--- src/rtl/edge_pkg.sv ---
// Shared constants for the 3x3 window fetcher: pixel/tap geometry, tap offsets
// relative to the window centre, and the fetch FSM encoding.
package edge_pkg;

  localparam int PIX_W     = 8;
  localparam int TAPS      = 9;
  localparam int TAP_IDX_W = 4;

  // Tap k sits at (dx,dy) = (k%3-1, k/3-1), row-major within the window.
  localparam logic signed [1:0] TAP_DX [TAPS] = '{
    -2'sd1, 2'sd0, 2'sd1,
    -2'sd1, 2'sd0, 2'sd1,
    -2'sd1, 2'sd0, 2'sd1
  };
  localparam logic signed [1:0] TAP_DY [TAPS] = '{
    -2'sd1, -2'sd1, -2'sd1,
     2'sd0,  2'sd0,  2'sd0,
     2'sd1,  2'sd1,  2'sd1
  };

  typedef enum logic [1:0] {
    ST_IDLE  = 2'd0,
    ST_ISSUE = 2'd1,
    ST_WAIT  = 2'd2,
    ST_OUT   = 2'd3
  } state_e;

endpackage

--- src/rtl/tap_addr_gen.sv ---
// Combinational tap locator: given a window centre and tap index, reports
// whether the tap lies inside the image and its byte address.
module tap_addr_gen
  import edge_pkg::*;
#(
  parameter int                IMG_W     = 64,
  parameter int                IMG_H     = 64,
  parameter int                ADDR_W    = 32,
  parameter logic [ADDR_W-1:0] BASE_ADDR = '0,
  parameter int                XW        = $clog2(IMG_W),
  parameter int                YW        = $clog2(IMG_H)
) (
  input  logic [XW-1:0]        cx,
  input  logic [YW-1:0]        cy,
  input  logic [TAP_IDX_W-1:0] k,
  output logic                 in_bounds,
  output logic [ADDR_W-1:0]    addr
);

  int xs;
  int ys;

  // NOTE: every output and temporary gets a default before the branch, so no
  // path through the block leaves a value to be remembered (no latch).
  always_comb begin
    xs        = 0;
    ys        = 0;
    in_bounds = 1'b0;
    addr      = BASE_ADDR;
    // Indices past the last tap are never fetched; report them out of image.
    if (k < TAP_IDX_W'(TAPS)) begin
      xs        = int'(cx) + int'(TAP_DX[k]);
      ys        = int'(cy) + int'(TAP_DY[k]);
      in_bounds = (xs >= 0) && (xs < IMG_W) && (ys >= 0) && (ys < IMG_H);
      addr      = BASE_ADDR + ADDR_W'(ys * IMG_W + xs);
    end
  end

endmodule

--- src/rtl/window_fetcher.sv ---
// Fetches the 3x3 neighbourhood of a pixel over an Avalon-MM pipelined read
// master, zero-filling taps outside the image, then hands it out on a stream.
module window_fetcher
  import edge_pkg::*;
#(
  parameter int                IMG_W     = 64,
  parameter int                IMG_H     = 64,
  parameter int                ADDR_W    = 32,
  parameter logic [ADDR_W-1:0] BASE_ADDR = '0,
  localparam int               XW        = $clog2(IMG_W),
  localparam int               YW        = $clog2(IMG_H)
) (
  input  logic                    clk_i,
  input  logic                    rst_i,
  input  logic                    start_i,
  input  logic [XW-1:0]           x_i,
  input  logic [YW-1:0]           y_i,
  input  logic                    last_i,
  output logic                    ready_o,
  output logic [ADDR_W-1:0]       avm_address_o,
  output logic                    avm_read_o,
  input  logic                    avm_waitrequest_i,
  input  logic [PIX_W-1:0]        avm_readdata_i,
  input  logic                    avm_readdatavalid_i,
  output logic [TAPS*PIX_W-1:0]   win_o,
  output logic                    win_valid_o,
  input  logic                    win_ready_i,
  output logic                    win_last_o,
  output logic                    inc_o
);

  state_e                 state;
  logic [TAP_IDX_W-1:0]   k;
  logic [XW-1:0]          cx;
  logic [YW-1:0]          cy;
  logic                   last_q;
  logic [PIX_W-1:0]       taps [TAPS];

  logic [XW-1:0]          gen_cx;
  logic [YW-1:0]          gen_cy;
  logic [TAP_IDX_W-1:0]   gen_k;
  logic                   gen_in;
  logic [ADDR_W-1:0]      gen_addr;
  logic                   last_tap;

  // The locator looks one tap ahead so the read request and address can be
  // registered on entry to ISSUE; avm_read_o then doubles as "tap in image".
  always_comb begin
    gen_cx = cx;
    gen_cy = cy;
    gen_k  = k + TAP_IDX_W'(1);
    if (state == ST_IDLE) begin
      gen_cx = x_i;
      gen_cy = y_i;
      gen_k  = '0;
    end
  end

  tap_addr_gen #(
    .IMG_W     (IMG_W),
    .IMG_H     (IMG_H),
    .ADDR_W    (ADDR_W),
    .BASE_ADDR (BASE_ADDR)
  ) u_tap_addr_gen (
    .cx        (gen_cx),
    .cy        (gen_cy),
    .k         (gen_k),
    .in_bounds (gen_in),
    .addr      (gen_addr)
  );

  assign last_tap = (k == TAP_IDX_W'(TAPS - 1));
  assign inc_o    = win_valid_o & win_ready_i;

  always_comb begin
    for (int i = 0; i < TAPS; i++) win_o[i*PIX_W +: PIX_W] = taps[i];
  end

  // NOTE: state uses non-blocking assignments so every register samples the
  // pre-edge values; the tap registers are reset too because win_o exposes
  // them directly and must read as zero after reset.
  always_ff @(posedge clk_i or posedge rst_i) begin
    if (rst_i) begin
      state         <= ST_IDLE;
      k             <= '0;
      cx            <= '0;
      cy            <= '0;
      last_q        <= 1'b0;
      for (int i = 0; i < TAPS; i++) taps[i] <= '0;
      ready_o       <= 1'b1;
      avm_read_o    <= 1'b0;
      avm_address_o <= '0;
      win_valid_o   <= 1'b0;
      win_last_o    <= 1'b0;
    end else begin
      case (state)
        ST_IDLE: begin
          if (start_i && ready_o) begin
            cx            <= x_i;
            cy            <= y_i;
            last_q        <= last_i;
            k             <= '0;
            ready_o       <= 1'b0;
            avm_read_o    <= gen_in;
            avm_address_o <= gen_addr;
            state         <= ST_ISSUE;
          end
        end

        ST_ISSUE: begin
          if (!avm_read_o) begin
            taps[k] <= '0;
            if (last_tap) begin
              win_valid_o <= 1'b1;
              win_last_o  <= last_q;
              state       <= ST_OUT;
            end else begin
              k             <= k + TAP_IDX_W'(1);
              avm_read_o    <= gen_in;
              avm_address_o <= gen_addr;
            end
          end else if (!avm_waitrequest_i) begin
            avm_read_o <= 1'b0;
            state      <= ST_WAIT;
          end
        end

        ST_WAIT: begin
          if (avm_readdatavalid_i) begin
            taps[k] <= avm_readdata_i;
            if (last_tap) begin
              win_valid_o <= 1'b1;
              win_last_o  <= last_q;
              state       <= ST_OUT;
            end else begin
              k             <= k + TAP_IDX_W'(1);
              avm_read_o    <= gen_in;
              avm_address_o <= gen_addr;
              state         <= ST_ISSUE;
            end
          end
        end

        ST_OUT: begin
          if (win_ready_i) begin
            win_valid_o <= 1'b0;
            win_last_o  <= 1'b0;
            ready_o     <= 1'b1;
            state       <= ST_IDLE;
          end
        end

        default: state <= ST_IDLE;
      endcase
    end
  end

endmodule

--- config.mk ---
export PLATFORM = sky130hd
export DESIGN_NAME = window_fetcher
export DESIGN_NICKNAME = d
export VERILOG_FILES = /design/src/rtl/edge_pkg.sv /design/src/rtl/tap_addr_gen.sv /design/src/rtl/window_fetcher.sv
export SDC_FILE = /design/constraint.sdc
export NUM_CORES = 1
export LEC_CHECK = 0
export CELL_PAD_IN_SITES_DETAIL_PLACEMENT = 0
export CELL_PAD_IN_SITES_GLOBAL_PLACEMENT = 1
export CORE_UTILIZATION = 37
export DETAILED_ROUTE_END_ITERATION = 8
export PLACE_DENSITY_LB_ADDON = 0.1
export SLEW_MARGIN = 20
export SYNTH_ARGS = -nofsm -noshare
export SYNTH_HDL_FRONTEND = slang
export SYNTH_HIERARCHICAL = 1
export SYNTH_SLANG_ARGS = --single-unit
export TNS_END_PERCENT = 10
--- constraint.sdc ---
create_clock -name clk_i -period 6.03 [get_ports clk_i]
set_input_delay 1.206 -clock clk_i [delete_from_list [all_inputs] [get_ports clk_i]]
set_output_delay 1.206 -clock clk_i [all_outputs]
set_load 0.005 [all_outputs]
-- Word-level counts from Yosys, hierarchy flattened
Memory sizes are Yosys's and may differ from the RTL's.
Cells that the tools add are included.
- ROM bits: 64
- memories kept: 2
- flip-flop bits (word level): 127
- logic and storage cells: 118
- input port bits: 27
- output and inout port bits: 109
- reductions and logical operators: 17
- mux-type cells: 52
- $add $sub $neg: 4
- eq/ne operators: 11
- bitwise gates (word level): 5
- magnitude comparators: 8
- memory list (memory ; words ; bits a word ; rd ports ; clocked after memory_dff ; write ports ; RTL line ; RTL):
    (name not given) ; 16 ; 2 ; 1 ; 0 ; 0 ; tap_addr_gen.sv:33 ; ys = int'(cy) + int'(TAP_DY[k]);
    (name not given) ; 16 ; 2 ; 1 ; 0 ; 0 ; tap_addr_gen.sv:32 ; xs = int'(cx) + int'(TAP_DX[k]);
- operators by type and width (operator ; count):
    32-bit 2-to-1 mux ; 5
    72-bit 2-to-1 mux ; 2
    72-bit one-hot mux with 2 select lines ; 1
    32-bit one-hot mux with 3 select lines ; 1
    72-bit bitwise AND ; 1
    72-bit bitwise mux ; 1
    72-bit inverter ; 1
    32-bit by 1-bit greater-or-equal comparator with 1-bit output, second input constant ; 2
    32-bit by 8-bit < comparator with 1-bit output, second input constant ; 2
    32-bit adder ; 1
    8-bit demux with 4-bit select ; 1
    2-bit 2-to-1 mux ; 11
    4-bit 2-to-1 mux ; 5
    7-bit by 2-bit adder with 8-bit output ; 2
    1-bit 2-to-1 mux ; 16
    6-bit 2-to-1 mux ; 2
    4-bit one-hot mux with 3 select lines ; 1
    4-bit AND reduction ; 3
    5-bit greater-or-equal comparator, second input constant ; 2
    4-bit inverter with 5-bit output ; 2
    1-bit one-hot mux with 3 select lines ; 3
    8-bit 2-to-1 mux ; 1
    2-bit != test, second input constant ; 4
    2-bit one-hot mux with 4 select lines ; 1
    other kinds (17) ; 26

-- Depth between registers and ports, before layout
Gate-level depths: netlist (run 1).
- depth after elaboration: 15
- mapped depth: 27
- gate-level depth less buffers: 24

-- Hierarchy
The synthesis (run 1) kept the hierarchy.
- by module, submodules not included (module ; seq. area each (sq um) ; area an instance (sq um) ; cells each ; times used):
    window_fetcher ; 3179.3 ; 5420.2 ; 381 ; 1
    tap_addr_gen ; 0.0 ; 1248.7 ; 171 ; 1

-- Worst setup path after synthesis (run 1)
No wires, ideal clock.
- kind: flip-flop to flip-flop
- start: reg state[0]
- end: reg avm_address_o[15]
- path slack: -0.094 ns
- stages on the path, launching flop included: 27
- library setup time: 0.064 ns
- period minus slack after synthesis: 6.124 ns
- buffers on the path: 4
- required time: 5.966 ns
- data arrival time: 6.060 ns
- path through: dfrtp_1 > inv_1 > ha_1 > clkbuf_1 > buf_1 > nor2b_1 > inv_1 > ha_1 > or2_4 > a21oi_4 > ha_1 > a21o_1 > a21o_1 > o21a_1 > or2_1 > buf_6 > inv_1 > ha_1 > o21ai_0 > a21boi_0 > o21ai_0 > a2111oi_0 > a211oi_2 > o21ai_1 > a21oi_1 > buf_4 > mux2_2
- longest elaborated chain between the ends: 12
- elaborated cells between the ends (all ways): 28
- classes of those cells: 3 x add/sub; 1 x order compare; 5 x eq/ne; 13 x mux; 1 x bitwise; 3 x reduce/logical; 2 x memory
- ends and longest elaborated chain (what ; RTL line ; RTL):
    start: declaration ; window_fetcher.sv:32 ; state_e state;
    start signal: assignment ; window_fetcher.sv:84 ; state <= ST_IDLE;
    start signal: assignment ; window_fetcher.sv:106 ; state <= ST_ISSUE;
    start signal: assignment ; window_fetcher.sv:116 ; state <= ST_OUT;
    2-bit zero test (*) ; window_fetcher.sv:52 ; if (state == ST_IDLE) begin
    4-bit 2-to-1 mux (*) ; window_fetcher.sv:52 ;
    named net gen_k[1] ; window_fetcher.sv:41 ; logic [TAP_IDX_W-1:0] gen_k;
    4-bit inverter with 5-bit output (not written as such) ; tap_addr_gen.sv:32, tap_addr_gen.sv:33 ;
    memory read 16 x 2 bit, on equally long branches ; n/a ;
    2-bit 2-to-1 mux, on equally long branches (2 in a row) ; tap_addr_gen.sv:33, tap_addr_gen.sv:32 ;
    7-bit by 2-bit adder with 8-bit output, on equally long branches ; tap_addr_gen.sv:33, tap_addr_gen.sv:32 ;
    32-bit adder ; tap_addr_gen.sv:35 ; addr = BASE_ADDR + ADDR_W'(ys * IMG_W + xs);
    32-bit 2-to-1 mux (*) ; tap_addr_gen.sv:31 ; if (k < TAP_IDX_W'(TAPS)) begin
    named net gen_addr[15] ; window_fetcher.sv:43 ; logic [ADDR_W-1:0] gen_addr;
    32-bit 2-to-1 mux ; window_fetcher.sv:113, window_fetcher.sv:131 ;
    32-bit 2-to-1 mux, on equally long branches ; window_fetcher.sv:129, window_fetcher.sv:111 ;
    32-bit one-hot mux with 3 select lines (*) ; window_fetcher.sv:96 ; case (state)
    end signal: assignment ; window_fetcher.sv:105 ; avm_address_o <= gen_addr;
    end signal: assignment ; window_fetcher.sv:120 ; avm_address_o <= gen_addr;
    end signal: assignment ; window_fetcher.sv:138 ; avm_address_o <= gen_addr;
    end: declaration ; window_fetcher.sv:20 ; output logic [ADDR_W-1:0] avm_address_o,
Mark *: on every way through the listed nets, which the timed path passes. The rest lies on a longest branch. The select of a mux whose other input is x is not followed.
A chain may end at the register's enable or synchronous reset.

-- Final worst setup path (run 1)
- start: reg k[0]
- end: reg avm_address_o[19]
- longest elaborated chain between the ends: 12
- elaborated cells between the ends (all ways): 20
- classes of those cells: 4 x add/sub; 1 x order compare; 1 x eq/ne; 11 x mux; 1 x bitwise; 2 x memory
- ends and longest elaborated chain (what ; RTL line ; RTL):
    start: declaration ; window_fetcher.sv:33 ; logic [TAP_IDX_W-1:0] k;
    start signal: assignment ; window_fetcher.sv:118 ; k <= k + TAP_IDX_W'(1);
    start signal: assignment ; window_fetcher.sv:136 ; k <= k + TAP_IDX_W'(1);
    4-bit by 1-bit adder with 4-bit output (*) ; window_fetcher.sv:51 ; gen_k = k + TAP_IDX_W'(1);
    4-bit 2-to-1 mux (*) ; window_fetcher.sv:52 ;
    named net gen_k[1] ; window_fetcher.sv:41 ;
    4-bit inverter with 5-bit output (not written as such) ; tap_addr_gen.sv:32, tap_addr_gen.sv:33 ;
    memory read 16 x 2 bit, on equally long branches ; n/a ;
    2-bit 2-to-1 mux, on equally long branches (2 in a row) ; tap_addr_gen.sv:33, tap_addr_gen.sv:32 ;
    7-bit by 2-bit adder with 8-bit output, on equally long branches ; tap_addr_gen.sv:33, tap_addr_gen.sv:32 ;
    32-bit adder ; tap_addr_gen.sv:35 ;
    32-bit 2-to-1 mux (*) ; tap_addr_gen.sv:31 ;
    32-bit 2-to-1 mux ; window_fetcher.sv:113, window_fetcher.sv:131 ;
    32-bit 2-to-1 mux, on equally long branches ; window_fetcher.sv:129, window_fetcher.sv:111 ;
    32-bit one-hot mux with 3 select lines (*) ; window_fetcher.sv:96 ;
Marks and branches as above.

==> run summary, run 1 <==
The count of antenna-violating nets left after detailed routing came out at 0. The reg2reg setup slack is 420 ps, and the detailed-route vias per instance is 5.14. The growth of design area from synthesis to finish is 31.0%. For this run, the number of Yosys warnings is 6. First-pass GRT wire length: 25400 um. In the final layout, the share of cells above drive strength 1 is 27.5%. For the number of clock buffers inserted by TritonCTS, the log shows 17. The tools report the number of nets in the finished design as 731. Detailed placement ended at an HPWL of 11400 um. For the routed wire length, the log shows 15900 um. The worst setup path is launched from a flop. Across all layers, the routed design uses 4687 vias. The initial utilization of the core area, before any placement, comes to 38.2%. The run gives 879 as the total placed cells including tap cells. The run gives 4825 as the number of global-route vias before repair.

For this run, the top clock speed supported by timing is 0.178 GHz. The cell area that synthesis handed to floorplanning was 0.00667 sq mm. The critical path capture point type is a flop.

The start-to-end type of the worst setup path is reg -> reg. For the worst-skew pair, the clock arrives at the later sink with an insertion delay of 420 ps. Leaving out filler cells and counting taps, the final layout contains 912.

Count of H-tree levels built during CTS: 4. A synthesized cell averages 12.1 sq um. At the end of routability-driven placement, the weighted congestion stood at 0.845. The height of the die works out to 136 um. The class of the most critical hold timing path is reg -> reg. In this design, the stage delay of the slowest critical-path cell is 420 ps.

At the placement stage, the worst setup path has a slack of 241 ps. Per report_power, the clock group accounts for 51.1% of the total. Across all setup checks in the final design, the least slack found is 421 ps.

The number of flops mapped to enable cells by yosys is 0. The clock period minus final worst setup slack works out to 5610 ps. The die covers 0.0186 sq mm.

For the worst setup path, the data required time is 6380 ps. The internal portion of the total power is 0.00153 W. For this run, global-route usage on met3 was measured as 5.41%. TritonCTS built the clock tree. The number of flip-flops and latches in the synthesized netlist is 127, and the number of DRC markers in iteration 0 is 209.

Max-cap violations in this run came to 0. 0 antenna diodes ended up in the layout. Setup repair after global routing left no endpoint under its margin. The total routing resource utilization after global routing is 18.2%, and the maximum vdd ir drop is 0.210 mV. For the area of the core, the log shows 0.0175 sq mm. No sink is reached through more buffers than the 2 on the longest clock path. The initialized floorplan defines 48 standard-cell rows.

For met2 alone, demand over resource in global routing was 30.0%. Counting stages on the worst path, the most repeated cell is sky130_fd_sc_hd__ha_1. Counting both buffers and inverters, the worst setup path holds a total of 3. Number of cells on the worst hold path: 1. Busiest layer in global routing: met2. For the overall power consumption, the log shows 0.00202 W. The met1 track demand over resource in global routing is 22.0%, and the number of hold-slack violations in the final timing report is 0. Clock-pin slew was measured on the worst setup and hold paths at 60 ps. Summed over all layers, the global routing overflow is 0. The most used flip-flop cell after synthesis is sky130_fd_sc_hd__dfrtp_1. The portion of the clock cycle consumed by the worst path in the final layout is 93.0%, and the final-layout setup total negative slack is 0 ps. The worst register-to-register path ends at avm_address_o[19]$_DFFE_PP0P_. The depth of the worst register-to-register path came out at 22. When the netlist entered floorplanning its net count stood at 609. The share of total power dissipated in combinational logic is 6.8%.

For the pin with the worst max-slew slack, the measured transition is 733 ps. The worst hold endpoint was avm_address_o[10]$_DFFE_PP0P_. Yosys mapped the design onto 65 distinct sky130hd cell types.

The sequential cell area fraction in the yosys report is 47.7%, and the fraction of registers with async set or reset after synthesis is 100%. The flow ran to the end, and the final reports show no timing, DRC or antenna violations. Net switching is 24.2% of the power. The switching power of the nets came out at 0.000489 W. Walking the worst path, the cells encountered are inv_1 -> ha_1 -> nor2b_1 -> inv_1 -> ha_1 -> or2_4 -> a21oi_4 -> ha_1 -> a21o_1 -> a21o_1 -> o21a_2 -> or2_1 -> inv_2 -> ha_2 -> o21ai_0 -> a21boi_1 -> o21ai_0 -> nor2b_1 -> a211oi_2 -> o21ai_2 -> a21oi_2 -> mux2_2. The number of setup buffers added after CTS is 0.

The share of total power dissipated in sequential elements is 42.2%. The max-slew violation count came out at 0. The tools report the arrival time at the worst endpoint as 5960 ps. The startpoint identified for the worst hold timing path is avm_address_o[10]$_DFFE_PP0P_.

The number of I/O pins was 136. Cell type of the slowest stage on the worst timing path: sky130_fd_sc_hd__dfrtp_1. Worst clock skew on the final layout: 8.42 ps. The die is 136 um wide.

Along the worst path, the maximum fanout reaches 9. The first detailed-routing pass took 4 iterations. For the worst slew margin relative to its limit, the log shows 51.2%. Dividing total power by cell area gives a power density of 231 mW/mm^2.

The setup violation total in the final timing report is 0, and the wire length per cell is 17.5 um. The cell family contributing the most delay on the critical path is compound AO/OA/AOI/OAI gates. The logs give 0 for the initial antenna violation count and 4.03 nW for the static leakage power. The startpoint of the most critical register-to-register path is k[0]$_DFFE_PP0P_. In the routed design, unresolved DRC markers number 0. The clock net in this run drives a total of 127 sinks. The buffer cell driving the clock tree root is sky130_fd_sc_hd__clkbuf_16.

In the layout the commonest cells are sky130_fd_sc_hd__clkdlybuf4s50_1 (135), sky130_fd_sc_hd__dfrtp_1 (126), sky130_fd_sc_hd__mux2_2 (116). The run gives 84 as the pin count of the biggest net entering global routing. The leading cell type in the layout, fill and taps excluded was sky130_fd_sc_hd__clkdlybuf4s50_1.

In this run the tool buffered the top-level ports with 135 buffer cells. The cell count after synthesis came out at 552.
cells by family (layout without fill, tap and decap cells):
family | Yosys count | after routing | share of synthesized area (%)
DFF | 127 | 127 | 47.7
buffers and inverters | 59 | 193 | 4.92
xor gates and xnor gates | 19 | 19 | 2.61
muxes | 125 | 125 | 21.1
AOI/OAI and AO/OA | 66 | 67 | 7.26
and+or+nand+nor | 126 | 126 | 10.7
adders and majority gates | 30 | 30 | 5.74
routing by layer:
metal  vias up  wire length, um
li1       2187                -
met1      2368             6770
met2       110             7920
met3        22              912
met4         0              333
met5         -                0
how the worst max path moves through the flow:
stage,from,end,slack [ps],depth (start not counted)
finish,k[0]$_DFFE_PP0P_,avm_address_o[19]$_DFFE_PP0P_,420,22
floorplan,state[0]$_DFFE_PP0P_,avm_address_o[28]$_DFFE_PP0P_,90,26
detailed placement,k[0]$_DFFE_PP0P_,avm_address_o[28]$_DFFE_PP0P_,240,22
CTS,k[0]$_DFFE_PP0P_,avm_address_o[28]$_DFFE_PP0P_,210,22
global placement,x_i[4],avm_address_o[28]$_DFFE_PP0P_,320,17
global route,k[0]$_DFFE_PP0P_,avm_address_o[28]$_DFFE_PP0P_,70,22
synth_stat cells (3+ instances only):
library cell,instances,area (sq um)
sky130_fd_sc_hd__xnor2_1,13,114
sky130_fd_sc_hd__o2bb2ai_1,8,70.1
sky130_fd_sc_hd__a31oi_1,5,31.3
sky130_fd_sc_hd__buf_6,5,56.3
sky130_fd_sc_hd__ha_1,29,363
sky130_fd_sc_hd__nand2_2,9,56.3
sky130_fd_sc_hd__clkbuf_1,12,45.0
sky130_fd_sc_hd__and2_1,15,93.8
sky130_fd_sc_hd__dfrtp_1,126,3150
sky130_fd_sc_hd__xor2_1,5,43.8
sky130_fd_sc_hd__o21ai_0,10,50.1
sky130_fd_sc_hd__nand2_1,20,75.1
sky130_fd_sc_hd__nor2b_1,5,31.3
sky130_fd_sc_hd__nor4_1,5,31.3
sky130_fd_sc_hd__nor3_1,6,30.0
sky130_fd_sc_hd__a211o_1,4,35.0
sky130_fd_sc_hd__mux2_2,116,1310
sky130_fd_sc_hd__nor2_1,29,109
sky130_fd_sc_hd__a21oi_1,14,70.1
sky130_fd_sc_hd__mux2_1,7,78.8
sky130_fd_sc_hd__nand3_1,9,45.0
sky130_fd_sc_hd__a21o_1,4,30.0
sky130_fd_sc_hd__buf_4,18,135
sky130_fd_sc_hd__or3_1,3,18.8
sky130_fd_sc_hd__nand2b_1,5,31.3
sky130_fd_sc_hd__inv_1,21,78.8
stage by stage:
| stage | hold slack, ps | area, sq um | utilization (%) |
|---|---|---|---|
| 2_1_floorplan | 475 | 6670 | - |
| 3_3_place_gp | 470 | 8100 | 46.3 |
| 3_5_place_dp | 473 | 8100 | 46.3 |
| 4_1_cts | 494 | 8690 | 49.7 |
| 5_1_grt | 516 | 8730 | 50.0 |
| 6_report | 488 | 8730 | 50.0 |
registers in the layout (all words and copies together) (netlist names):
name / cells
avm_address_o: 32
win_valid_o: 1
ready_o: 1
k: 4
cy: 6
win_o: 72
cx: 6
avm_read_o: 1
last_q: 1
win_last_o: 1
state: 2
worst register-to-register path: stages, from the launching register on:
cell and delay, ps:
sky130_fd_sc_hd__dfrtp_1 420, sky130_fd_sc_hd__inv_1 120, sky130_fd_sc_hd__ha_1 310, sky130_fd_sc_hd__nor2b_1 270, sky130_fd_sc_hd__inv_1 110, sky130_fd_sc_hd__ha_1 310, sky130_fd_sc_hd__or2_4 260, sky130_fd_sc_hd__a21oi_4 190
sky130_fd_sc_hd__ha_1 310, sky130_fd_sc_hd__a21o_1 190, sky130_fd_sc_hd__a21o_1 220, sky130_fd_sc_hd__o21a_2 260, sky130_fd_sc_hd__or2_1 260, sky130_fd_sc_hd__inv_2 150, sky130_fd_sc_hd__ha_2 330, sky130_fd_sc_hd__o21ai_0 250
sky130_fd_sc_hd__a21boi_1 160, sky130_fd_sc_hd__o21ai_0 300, sky130_fd_sc_hd__nor2b_1 100, sky130_fd_sc_hd__a211oi_2 320, sky130_fd_sc_hd__o21ai_2 140, sky130_fd_sc_hd__a21oi_2 350, sky130_fd_sc_hd__mux2_2 220
power groups by stage:
| stage | clock network, W | logic (W) | registers, W |
|---|---|---|---|
| floorplan | 0 | 0.000104 | 0.000868 |
| global placement | 0 | 0.000131 | 0.000868 |
| detailed placement | 0 | 0.000133 | 0.000868 |
| CTS | 0.00106 | 0.000134 | 0.000852 |
| global route | 0.00110 | 0.000153 | 0.000852 |
| finish | 0.00103 | 0.000137 | 0.000852 |
final cells by class:
cell class	count	area (sq um)
fill	1574	8740
multi-input combinational	367	3210
sequential	127	3180
timing repair buffer	140	1390
clock buffer	17	425
tap	225	282
clock inverter	15	170
inverter	21	83.8
timing repair:
item / CTS / global route
setup endpoints to repair: 0 / 19
gates resized for setup: 0 / 10
hold buffers: 0 / 0
(Power assumes the default switching activity.)
==> inputs of run 2 (changes only) <==
- CORE_MARGIN: unset -> 1
- clock period: 6.03 -> 4.7 ns (I/O delays scaled with it)
==> run summary, run 2 (same netlist as run 1, synthesis figures left out) <==
The flow ran to the end, but the final reports show violations. The final reports fail on negative setup slack. Dominant cell type by count on the critical path: sky130_fd_sc_hd__ha_4. Routability-driven placement finished with a final weighted congestion of 0.824. Setup repair after global routing could not meet its margin everywhere.

For the pin with the worst max-slew slack, the measured transition is 891 ps. The initial antenna violation count is 0, and the deepest clock path buffer count is 2. The run gives 1482 as the fill cell total of the finished layout. The number of buffers and inverters on the critical path is 5.

For this design, the slowest cell found on the critical path is sky130_fd_sc_hd__dfrtp_1. Dividing total power by cell area gives a power density of 278 mW/mm^2. The count of vias placed by the detailed router is 4824, and the growth of design area from synthesis to finish is 41.6%. The count of input and output buffers was 135; the starting utilization of the core area was 38.2%.

The hold-fix buffer count after cts came out at 0. The worst clock skew on the final layout was 8.58 ps. Detailed-route vias per instance: 4.99. Registers are responsible for 41.6% of the overall power. The number of global-route vias before repair is 5046, and the worst slew margin relative to its limit is 40.6%.

The register with the most flip-flops in the layout has 72 of them. After layout, the worst path uses 100% of the clock period. The buffer cell driving the clock tree root is sky130_fd_sc_hd__clkbuf_16. In this run the static leakage power is 4.33 nW. The run gives 0 as the number of maximum-capacitance constraint violations. Grouping stages by cell kind, the critical path spends the most delay in compound AO/OA/AOI/OAI gates.

The worst setup path is of the reg -> reg kind. Number of hold-slack violations in the final timing report: 0. The clock tree synthesis step divided the H-tree into 4 levels. The design draws 0.00263 W.

The tools report the pin count of the biggest net entering global routing as 64. The max-slew violation count was 0. For the fmax, the log shows 0.212 GHz.

The detailed router finished its first iteration with 158 violations. The class of the most critical hold timing path was reg -> reg. In the final layout, the multi-input gates occupy 0.00349 sq mm.

In the layout the commonest cells are sky130_fd_sc_hd__clkdlybuf4s50_1 (135), sky130_fd_sc_hd__dfrtp_1 (126), sky130_fd_sc_hd__mux2_2 (106). The combinational share of power came out at 9.0%. The first global-routing pass estimated 26900 um of wire. The clock latency at the later pin of the worst-skew pair is 420 ps.

The worst setup path is launched from a flop. First-pass detailed-route iteration total: 4. After global routing the overflow that remains totals 0. The worst setup path is captured at a flop. The utilization after layout was 54.0%; the largest stage delay on the critical path was 370 ps.

The ratio of cells with drive above 1 in the final layout was 36.5%; the detailed-placement wirelength estimate was 12000 um. The die is 136 um tall. In this run the power spent charging and discharging nets is 0.000708 W. The final setup slack of the worst path was -22.1 ps; the number of clock sinks was 127.

The worst path in the final design needs a cycle of 4720 ps, including I/O delays and setup. For this run, design rule violations remaining after detail routing come to 0. The number of clock buffers inserted by TritonCTS came out at 17.

The run gives 0.0175 sq mm as the area of the core. TritonCTS built the clock tree. In the final routed layout, each cell accounts on average for 17.5 um. The sequential cell area was 0.00318 sq mm. The clock transition at the registers of the reported paths works out to 60 ps. 136 I/O pins were placed. The arrival time at the worst endpoint is 5030 ps. In this run the remaining antenna-violating nets after routing total 0. The setup violation total in the final timing report was 18; the die boundary width was 136 um. Net switching is 27.0% of the power. Routed wire length: 16900 um. At the end of the flow, the number of nets in the layout was 786. The internal power is 0.00192 W, and the data required time at the worst endpoint is 5000 ps.

The floorplan step defined a die boundary enclosing 0.0186 sq mm. The number of antenna diodes in the final layout is 0. The clock group share of total power is 49.4%. The critical path goes through inv_2 -> ha_4 -> nor2b_4 -> inv_2 -> ha_4 -> or2_4 -> a21oi_4 -> buf_12 -> ha_4 -> a21o_1 -> a21o_1 -> nor3_4 -> or2_4 -> clkinvlp_4 -> ha_1 -> a21boi_4 -> o21ai_4 -> a2111oi_4 -> a211oi_2 -> o21ai_4 -> buf_12 -> a21oi_4 -> mux2_4.

The total routing resource utilization after global routing is 19.3%, and the maximum vdd ir drop is 0.260 mV. Number of rows in the core area: 48. Along the worst path, the maximum fanout reaches 7.

The leading cell type in the layout, fill and taps excluded is sky130_fd_sc_hd__clkdlybuf4s50_1. Setup total negative slack on the finished layout was measured at -261 ps.
-- run 2: per-stage QoR --
step           hold slack (ps)  area (sq um)  cells  worst slack (ps)
4_1_cts                    493          9210    955              1.48
3_3_place_gp               469          8490    915             -95.1
6_report                   488          9440    967             -22.1
5_1_grt                    518          9440    967              -221
3_5_place_dp               475          8490    915              -184
2_1_floorplan              475          6810    552              -447
-- run 2: path summary, 6_finish.rpt --
check / startpoint / endpoint / slack, ps / depth (start not counted)
setup / recovery: k[1]$_DFFE_PP0P_ / avm_address_o[24]$_DFFE_PP0P_ / -20 / 23
hold / removal: avm_address_o[10]$_DFFE_PP0P_ / avm_address_o[10]$_DFFE_PP0P_ / 490 / 1
setup reg to reg: k[1]$_DFFE_PP0P_ / avm_address_o[24]$_DFFE_PP0P_ / -20 / 23
hold reg to reg: avm_address_o[10]$_DFFE_PP0P_ / avm_address_o[10]$_DFFE_PP0P_ / 490 / 1
max in group asynchronous: rst_i / cx[3]$_DFFE_PP0P_ / 2630 / 3
min in group asynchronous: rst_i / win_o[36]$_DFFE_PP0P_ / 1020 / 2
-- run 2: area by class of cell --
type | count | area share [%]
multi-input cells | 369 | 36.9
well taps | 225 | 2.98
flip-flops and latches | 127 | 33.7
inverters | 21 | 0.901
clock buffers | 17 | 4.51
repair buffers | 193 | 19.2
clock inverters | 15 | 1.76
-- run 2: layer usage --
layer  part of all wire [%]  global-route usage [%]  wire length (um)  vias up
li1                       -                       -                 -     2317
met1                     43                    23.4              7310     2393
met2                     51                    32.7              8630       93
met3                    4.3                    5.37               719       21
met4                    1.5                    6.73               250        0
met5                      0                       0                 0        -
-- run 2: power groups by stage --
stage / clock network, W / logic [W] / registers [W]
after floorplan: 0 / 0.000146 / 0.00111
after global placement: 0 / 0.000200 / 0.00111
after detailed placement: 0 / 0.000205 / 0.00111
after CTS: 0.00133 / 0.000216 / 0.00109
after global routing: 0.00139 / 0.000261 / 0.00109
final: 0.00130 / 0.000237 / 0.00109
-- run 2: timing repair --
item | CTS | global route
gates cloned | 2 | 1
gates resized for setup | 13 | 26
setup endpoints to repair | 21 | 21
setup buffers | 6 | 11
pin swaps | 9 | 23
